**src/rtl/byte_packer.sv**
```systemverilog
// byte_packer
// Packs a stream of bytes into 32-bit words with a per-lane keep mask.
// A word closes when its fourth byte arrives or when a byte marked
// in_last arrives. The next packet always starts again at lane 0.
//
// Parameters
//   BIG_END   0: first byte of a word in out_data[7:0], keep bit 0
//             1: first byte of a word in out_data[31:24], keep bit 3
// Ports
//   clk        single clock, all state changes on its rising edge
//   rst_n      synchronous active-low reset
//   in_valid   in_data / in_last are valid this cycle
//   in_data    input byte
//   in_last    final byte of a packet
//   in_ready   packer accepts a byte this cycle
//   out_valid  out_data / out_keep / out_last are valid
//   out_data   packed word
//   out_keep   per-lane valid mask, aligned with out_data lanes
//   out_last   word carries the final byte of a packet
//   out_ready  downstream accepts the word this cycle
//   word_cnt   words accepted downstream, saturating at 16'hFFFF

module byte_packer #(
    parameter bit BIG_END = 1'b0
) (
    input  logic        clk,
    input  logic        rst_n,
    input  logic        in_valid,
    input  logic [7:0]  in_data,
    input  logic        in_last,
    output logic        in_ready,
    output logic        out_valid,
    output logic [31:0] out_data,
    output logic [3:0]  out_keep,
    output logic        out_last,
    input  logic        out_ready,
    output logic [15:0] word_cnt
);

    logic [1:0]  idx_q, idx_d;
    logic [23:0] acc_q, acc_d;
    logic        out_valid_q, out_valid_d;
    logic [31:0] out_data_q, out_data_d;
    logic [3:0]  out_keep_q, out_keep_d;
    logic        out_last_q, out_last_d;
    logic [15:0] word_cnt_q, word_cnt_d;

    logic        in_fire;
    logic        out_fire;
    logic        word_done;
    logic [31:0] word_lanes;
    logic [3:0]  keep_lanes;
    logic [31:0] packed_data;
    logic [3:0]  packed_keep;

    // Handshake. in_ready looks straight at out_ready so a word that is
    // draining this cycle frees the output register for the next one.
    always_comb begin
        in_ready  = !(out_valid_q && !out_ready);
        in_fire   = in_valid && in_ready;
        out_fire  = out_valid_q && out_ready;
        word_done = in_fire && (in_last || (idx_q == 2'd3));
    end

    // Word in logical lane order (lane k in bits 8k+7:8k). Lanes above idx
    // are always zero because the accumulator is cleared whenever a word
    // closes, so no extra masking is needed.
    always_comb begin
        word_lanes = {8'h00, acc_q};
        word_lanes[{idx_q, 3'b000} +: 8] = in_data;
        case (idx_q)
            2'd0:    keep_lanes = 4'b0001;
            2'd1:    keep_lanes = 4'b0011;
            2'd2:    keep_lanes = 4'b0111;
            default: keep_lanes = 4'b1111;
        endcase
    end

    // Physical lane placement: big-endian mirrors both bytes and keep bits.
    always_comb begin
        packed_data = '0;
        packed_keep = '0;
        for (int k = 0; k < 4; k++) begin
            if (BIG_END) begin
                packed_data[31-8*k -: 8] = word_lanes[8*k +: 8];
                packed_keep[3-k]         = keep_lanes[k];
            end else begin
                packed_data[8*k +: 8]    = word_lanes[8*k +: 8];
                packed_keep[k]           = keep_lanes[k];
            end
        end
    end

    // Next state for the byte index, accumulator, output register and
    // word counter.
    always_comb begin
        idx_d       = idx_q;
        acc_d       = acc_q;
        out_valid_d = out_valid_q;
        out_data_d  = out_data_q;
        out_keep_d  = out_keep_q;
        out_last_d  = out_last_q;
        word_cnt_d  = word_cnt_q;

        if (word_done) begin
            idx_d       = 2'd0;
            acc_d       = '0;
            out_valid_d = 1'b1;
            out_data_d  = packed_data;
            out_keep_d  = packed_keep;
            out_last_d  = in_last;
        end else begin
            if (in_fire) begin
                idx_d = idx_q + 2'd1;
                acc_d = word_lanes[23:0];
            end
            if (out_fire) begin
                out_valid_d = 1'b0;
            end
        end

        if (out_fire && (word_cnt_q != 16'hFFFF)) begin
            word_cnt_d = word_cnt_q + 16'd1;
        end
    end

    always_ff @(posedge clk) begin
        if (!rst_n) begin
            idx_q       <= '0;
            acc_q       <= '0;
            out_valid_q <= 1'b0;
            out_data_q  <= '0;
            out_keep_q  <= '0;
            out_last_q  <= 1'b0;
            word_cnt_q  <= '0;
        end else begin
            idx_q       <= idx_d;
            acc_q       <= acc_d;
            out_valid_q <= out_valid_d;
            out_data_q  <= out_data_d;
            out_keep_q  <= out_keep_d;
            out_last_q  <= out_last_d;
            word_cnt_q  <= word_cnt_d;
        end
    end

    assign out_valid = out_valid_q;
    assign out_data  = out_data_q;
    assign out_keep  = out_keep_q;
    assign out_last  = out_last_q;
    assign word_cnt  = word_cnt_q;

endmodule

```
**config.mk**
```make
export PLATFORM = sky130hd
export DESIGN_NAME = byte_packer
export DESIGN_NICKNAME = d
export VERILOG_FILES = /design/src/rtl/byte_packer.sv
export SDC_FILE = /design/constraint.sdc
export NUM_CORES = 1
export LEC_CHECK = 0
export CAP_MARGIN = 20
export CORE_AREA = 5 5 84 86
export CTS_CLUSTER_DIAMETER = 50
export DETAILED_ROUTE_END_ITERATION = 8
export DIE_AREA = 0 0 89 91
export GPL_TIMING_DRIVEN = 0
export PLACE_DENSITY = 0.93
export SYNTH_ARGS = -nofsm -noshare
export SYNTH_HDL_FRONTEND = slang
export SYNTH_SLANG_ARGS = --single-unit
```
**constraint.sdc**
```tcl
create_clock -name clk -period 3.6 [get_ports clk]
set_input_delay 0.72 -clock clk [delete_from_list [all_inputs] [get_ports clk]]
set_output_delay 0.72 -clock clk [all_outputs]
set_load 0.01 [all_outputs]
```
==> results of run 1 <==
-- routing by layer --
| metal | vias to the layer above | GRT usage | routed length (um) |
|---|---|---|---|
| li1 | 1495 | - | - |
| met1 | 1454 | 0.290 | 3600 |
| met2 | 161 | 0.358 | 4220 |
| met3 | 31 | 0.0462 | 805 |
| met4 | 0 | 0.115 | 308 |
| met5 | - | 0 | 0 |
-- final cells by class --
type / count / area, um2 / area share
flip-flops and latches: 80 / 1600 / 0.373
multi-input cells: 249 / 1580 / 0.368
repair buffers: 66 / 661 / 0.154
clock buffers: 11 / 131 / 0.0306
plain buffers: 22 / 120 / 0.0280
well taps: 77 / 96.3 / 0.0224
clock inverters: 4 / 70.1 / 0.0163
inverters: 7 / 33.8 / 0.00787
-- registers in the layout, summed over array words and instances, names as in the netlist --
register and flops:
out_keep 4, word_cnt 16, idx_q 2, out_data 32, out_last 1, acc_q 24
out_valid 1
-- tightest hold or removal path, cell delays in order, from the launching register on --
cell	delay, ns
dfxtp_1	0.31
o21ai_0	0.07
a21oi_1	0.06
-- path summary, 6_finish.rpt --
kind,startpoint,endpoint,slack [ns]
max,out_ready,in_ready,0.69
min reg2reg,acc_q[23]$_SDFFE_PP0P_,acc_q[23]$_SDFFE_PP0P_,0.48
min,acc_q[23]$_SDFFE_PP0P_,acc_q[23]$_SDFFE_PP0P_,0.48
max reg2reg,idx_q[0]$_SDFFE_PP0P_,acc_q[1]$_SDFFE_PP0P_,1.41
-- logic make-up (layout without fill, tap and decap cells) --
group	after synthesis	count (layout)	share of synthesized area
buf+inv	29	110	0.0462
xor+xnor	1	1	0.00263
flops	80	80	0.480
simple gates	123	123	0.198
mux	1	1	0.00300
compound gates	116	116	0.240
fa+ha+maj	8	8	0.0300
-- synthesized netlist by cell type (6+ instances only) --
cell type	n	area share
a211oi_1	11	0.025
a21oi_1	23	0.035
a221oi_1	15	0.039
a22o_1	8	0.021
a22oi_1	16	0.036
a32oi_1	6	0.016
buf_2	12	0.018
dfxtp_1	80	0.48
ha_1	8	0.030
nand2_1	12	0.014
nand3_1	10	0.015
nor2_1	49	0.055
nor3_1	16	0.024
o21ai_0	19	0.029
-- through the flow --
stage          power [mW]  instances
4_1_cts              1.88        516
3_5_place_dp         1.20        501
2_1_floorplan        1.09        358
5_1_grt              1.95        516
6_report             1.88        516
3_3_place_gp         1.19        501
-- power by group --
part           switching, mW  total (mW)  internal, mW
clock network          0.306       0.691         0.385
registers             0.0225       0.942         0.920
logic                  0.139       0.243         0.104
==> metrics.yaml, run 1 <==
global_route:
  antenna_found_initial: 0
  grt_max_degree: 13
  grt_pass1_vias: 3003
  grt_use_total: 0.227
  grt_remaining_overflow: 0
  grt_pass1_wl_um: 14500
pwr:
  power_density_mw_per_mm2: 437
  leakagePower_nw: 1.57
  ir_worst_vdd_mv: 0.367
route:
  post-route-drc-count: 0
  vias: 3141
  drt-total-wl_um: 8940
  drtIter0Drc: 244
  firstDrtPassIters: 6
  routedWlPerCell_um: 17.3
  ant_nets: 0
  viasPerCell: 6.09
setup_path:
  rr_worst_depth: 8
  crit_cells: 4
  worstPathArrival_ns: 2.19
  path_buf_inv: 3
  end_kind: "output pin"
  max_stage_delay_ns: 0.58
  crit_top_cell: "clkdlybuf4s50_1"
  critPathSlowestCell: "clkdlybuf4s50_1"
  crit_chain: "clkdlybuf4s50_1, nand2b_1, buf_4, clkdlybuf4s50_1"
  critical_path.top_delay_family: "buffers and inverters"
  start_kind: "input port"
  cp.required_ns: 2.88
  crit_fanout: 10
  crit_type: "input port to output pin"
die:
  die_x_um: 89
  floorplan.die_area_mm2: 0.00810
  ios: 68
  rows: 29
  die_h_um: 91
  core_mm2: 0.00620
  start_util: 0.537
logic_synthesis:
  synth_cell_type_count: 55
  synth-async-reset-ratio: 0
  ys.flop_type: "dfxtp_1"
  synth_cells: 358
  seq_area_frac_synth: 0.480
  yosysWarnings: 0
  syn_nets: 379
  syn_area_per_cell_um2: 9.31
  synth-edff-count: 0
  synth-seq-cells: 80
  netlist_area_mm2: 0.00333
finish:
  diodes: 0
  mostFrequentLayoutCell: "dfxtp_1"
  final_nets: 456
  final_area_mm2: 0.00429
  final_util: 0.692
  fillerInstances: 461
  area_growth_pct: 28.7
  drive_above_1_share: 0.100
  layout_common_cells: "dfxtp_1 (80), clkdlybuf4s50_1 (66), nor2_1 (49)"
place:
  dpl.hpwl_um: 6480
  dpl_cell_area_mm2: 0.00409
  place_ws_ns: 0.731
  port_buffers: 66
  gp_congestion: 0.856
sta:
  slew_viol_final: 0
  fin_crit_sh: 0.808
  tightest_slew_ns: 0.598
  finalHoldViolCount: 0
  fin_skew_ns: 0.00449
  min_period_ns: 2.91
  setup_tns_ns: 0
  rsz0062_at_grt: "no"
  hold_ws_ns: 0.484
  setup-violations-final: 0
  setup_ws_ns: 0.691
  timing.fmax_mhz: 344
  relSlewSlack: 0.601
cts:
  cts_buffers: 9
  path_clk_slew_ns: 0.07
  cts_num_sinks: 80
  worstSkewPairLatency_ns: 0.35
  ctsHoldBuffers: 0
  root_buffer: "clkbuf_8"
  htreeDepth: 3
  cts_tree: "yes"
  ctsResizeCount: 0
  post-cts-setup-buffers: 0
  clk_path_buf_depth: 2
hold_path:
  hold_depth: 2
  hold_path_class: "flip-flop to flip-flop"
run:
  drv_cap: 0
status:
  status: "finished clean"
No activity file was read; power rests on OpenSTA's default activity.
==> run 2, diff against run 1 <==
--- a/config.mk
+++ b/config.mk
@@ -6,12 +6,12 @@
 export NUM_CORES = 1
 export LEC_CHECK = 0
 export CAP_MARGIN = 20
-export CORE_AREA = 5 5 84 86
+export CORE_AREA = 5 5 87 89
 export CTS_CLUSTER_DIAMETER = 50
 export DETAILED_ROUTE_END_ITERATION = 8
-export DIE_AREA = 0 0 89 91
+export DIE_AREA = 0 0 92 94
 export GPL_TIMING_DRIVEN = 0
-export PLACE_DENSITY = 0.93
+export PLACE_DENSITY = 0.87
 export SYNTH_ARGS = -nofsm -noshare
 export SYNTH_HDL_FRONTEND = slang
 export SYNTH_SLANG_ARGS = --single-unit
==> constraint.sdc (replaced) <==
create_clock -name clk -period 2.8 [get_ports clk]
set_input_delay 0.56 -clock clk [delete_from_list [all_inputs] [get_ports clk]]
set_output_delay 0.56 -clock clk [all_outputs]
set_load 0.01 [all_outputs]
==> run 2 against run 1 <==
Compared with the run above: non-clock buffer count is the same; flip-flop and latch count did not move; global-route usage decreased by 1.3 points; largest cell class unchanged; largest power group unchanged.
==> metrics.yaml, run 2 (synthesis results as in run 1) <==
finish:
  area_growth_pct: 30.4
  fillerInstances: 562  # +22%
  mostFrequentLayoutCell: "dfxtp_1"
  final_nets: 456  # unchanged
  diodes: 0  # unchanged
  layout_common_cells: "dfxtp_1 (80), clkdlybuf4s50_1 (66), nor2_1 (49)"
  largest_reg_flops: 32  # unchanged
  drive_above_1_share: 0.107  # +0.00659
pwr:
  swShare: 0.248  # -0.000738
  share_seq_of_total_power: 0.470  # -0.032
  power.switching_mw: 0.639  # +37%
  ir_worst_vdd_mv: 0.345  # -5.8%
  leakagePower_nw: 1.59  # +1.3%
  power_density_mw_per_mm2: 593  # +36%
  p_int_mw: 1.94  # +37%
  clock_power_share: 0.409  # +0.041
  combPwrFrac: 0.121  # -0.008
setup_path:
  max_stage_delay_ns: 0.56  # -0.02 ns
  critical_path.top_delay_family: "buffers and inverters"
  cp.required_ns: 2.24  # -0.64 ns
  path_buf_inv: 3  # unchanged
  worstPathArrival_ns: 1.96  # -0.23 ns
  crit_type: "input port to output pin"
  start_kind: "input port"
  crit_top_cell: "clkdlybuf4s50_1"
  crit_chain: "clkdlybuf4s50_1, nand2b_1, buf_4, clkdlybuf4s50_1"
  rr_worst_depth: 8  # unchanged
  end_kind: "output pin"
  critPathSlowestCell: "clkdlybuf4s50_1"
  crit_fanout: 10  # unchanged
  crit_cells: 4  # unchanged
sta:
  finalHoldViolCount: 0  # unchanged
  setup_ws_ns: 0.277  # -0.414 ns
  min_period_ns: 2.52
  rsz0062_at_grt: "no"
  relSlewSlack: 0.601  # about the same
  setup_tns_ns: 0  # unchanged
  tightest_slew_ns: 0.598  # +0.0000848 ns
  slew_viol_final: 0  # unchanged
  fin_skew_ns: 0.00636  # +0.00187 ns
  setup-violations-final: 0  # unchanged
  timing.fmax_mhz: 396
  fin_crit_sh: 0.901
status:
  status: "finished clean"
hold_path:
  hold_depth: 2  # unchanged
  hold_path_class: "flip-flop to flip-flop"
global_route:
  grt_pass1_vias: 2978  # -0.83%
  grt_pass1_wl_um: 14700  # +1.3%
  grt_max_degree: 15  # +2
  grt_remaining_overflow: 0  # unchanged
  grt_use_total: 0.213  # -0.0133
  antenna_found_initial: 0  # unchanged
place:
  place_ws_ns: 0.299  # -0.432 ns
  dpl.hpwl_um: 6510  # +0.47%
  port_buffers: 66  # unchanged
  gp_congestion: 0.850  # -0.75%
die:
  core_mm2: 0.00668  # +7.7%
  die_h_um: 94  # +3.3%
  ios: 68  # unchanged
  die_x_um: 92  # +3.4%
  rows: 30  # +3.4%
  start_util: 0.499  # -0.0383
  floorplan.die_area_mm2: 0.00865  # +6.8%
cts:
  ctsHoldBuffers: 0  # unchanged
  ctsResizeCount: 0  # unchanged
  cts_tree: "yes"
  path_clk_slew_ns: 0.08  # about the same
  cts_buffers: 9  # unchanged
  worstSkewPairLatency_ns: 0.36  # about the same
  cts_num_sinks: 80  # unchanged
  root_buffer: "clkbuf_8"
  htreeDepth: 3  # unchanged
  clk_path_buf_depth: 2  # unchanged
  post-cts-setup-buffers: 0  # unchanged
route:
  post-route-drc-count: 0  # unchanged
  drt-total-wl_um: 9070  # +1.5%
  viasPerCell: 6.09  # about the same
  ant_nets: 0  # unchanged
  firstDrtPassIters: 4  # -2
  drtIter0Drc: 379  # +55%
  routedWlPerCell_um: 17.4  # +0.73%
  vias: 3168  # +0.86%
run:
  drv_cap: 0  # unchanged
## run 2: changes by cell type in the layout (fill, tap and decap cells not counted)
cell	previous run	this run
clkbuf_1	7	5
clkinv_2	2	0
bufinv_16	2	3
clkbuf_8	9	10
clkinv_4	0	1
clkinvlp_4	0	1
inv_6	0	1
## run 2: worst paths after layout
| kind | from | end | slack, ns |
|---|---|---|---|
| worst min-delay path | acc_q[23]$_SDFFE_PP0P_ | acc_q[23]$_SDFFE_PP0P_ | 0.48 |
| worst max register to register | idx_q[0]$_SDFFE_PP0P_ | acc_q[4]$_SDFFE_PP0P_ | 0.57 |
| worst max-delay path | out_ready | in_ready | 0.28 |
| worst min register to register | acc_q[23]$_SDFFE_PP0P_ | acc_q[23]$_SDFFE_PP0P_ | 0.48 |
## run 2: worst reg2reg max path, stage by stage, from the launching register on
cell and delay (ns):
dfxtp_1 0.51, inv_2 0.12, ha_1 0.38, nor4bb_1 0.32, buf_2 0.26, and3_1 0.17, buf_2 0.18, a22oi_1 0.11
nor2_1 0.14
## run 2: layout make-up
cell class / instances / area (um2) / area share
inverter: 7 / 33.8 / 0.00777
clock inverter: 6 / 115 / 0.0265
clock buffer: 10 / 138 / 0.0317
sequential: 80 / 1600 / 0.368
multi-input combinational: 249 / 1580 / 0.363
tap: 80 / 100 / 0.0230
buffer: 22 / 120 / 0.0276
timing repair buffer: 66 / 661 / 0.152
## run 2: metal layers
| layer | up-vias | share of wire | global-route usage |
|---|---|---|---|
| met4 | 0 | 0.023 | 0.0804 |
| li1 | 1511 | - | - |
| met5 | - | 0 | 0 |
| met2 | 146 | 0.46 | 0.339 |
| met1 | 1493 | 0.42 | 0.281 |
| met3 | 18 | 0.090 | 0.0521 |
## run 2: through the flow
step                      std cells   util  power (mW)  hold slack [ns]  instance area, um2
after floorplan                 358      -        1.40            0.450                3330
after global placement          504  0.613        1.53            0.461                4100
after detailed placement        504  0.613        1.54            0.464                4100
after CTS                       520  0.651        2.58            0.480                4350
after global routing            520  0.651        2.67            0.513                4350
final                           520  0.651        2.58            0.482                4350
## run 2: power by group through the flow
| stage | combinational, mW | sequential [mW] | clock (mW) |
|---|---|---|---|
| final | 0.311 | 1.21 | 1.05 |
| after global routing | 0.340 | 1.22 | 1.11 |
| after CTS | 0.309 | 1.21 | 1.06 |
| after detailed placement | 0.308 | 1.24 | 0 |
| after global placement | 0.299 | 1.23 | 0 |
| after floorplan | 0.159 | 1.24 | 0 |
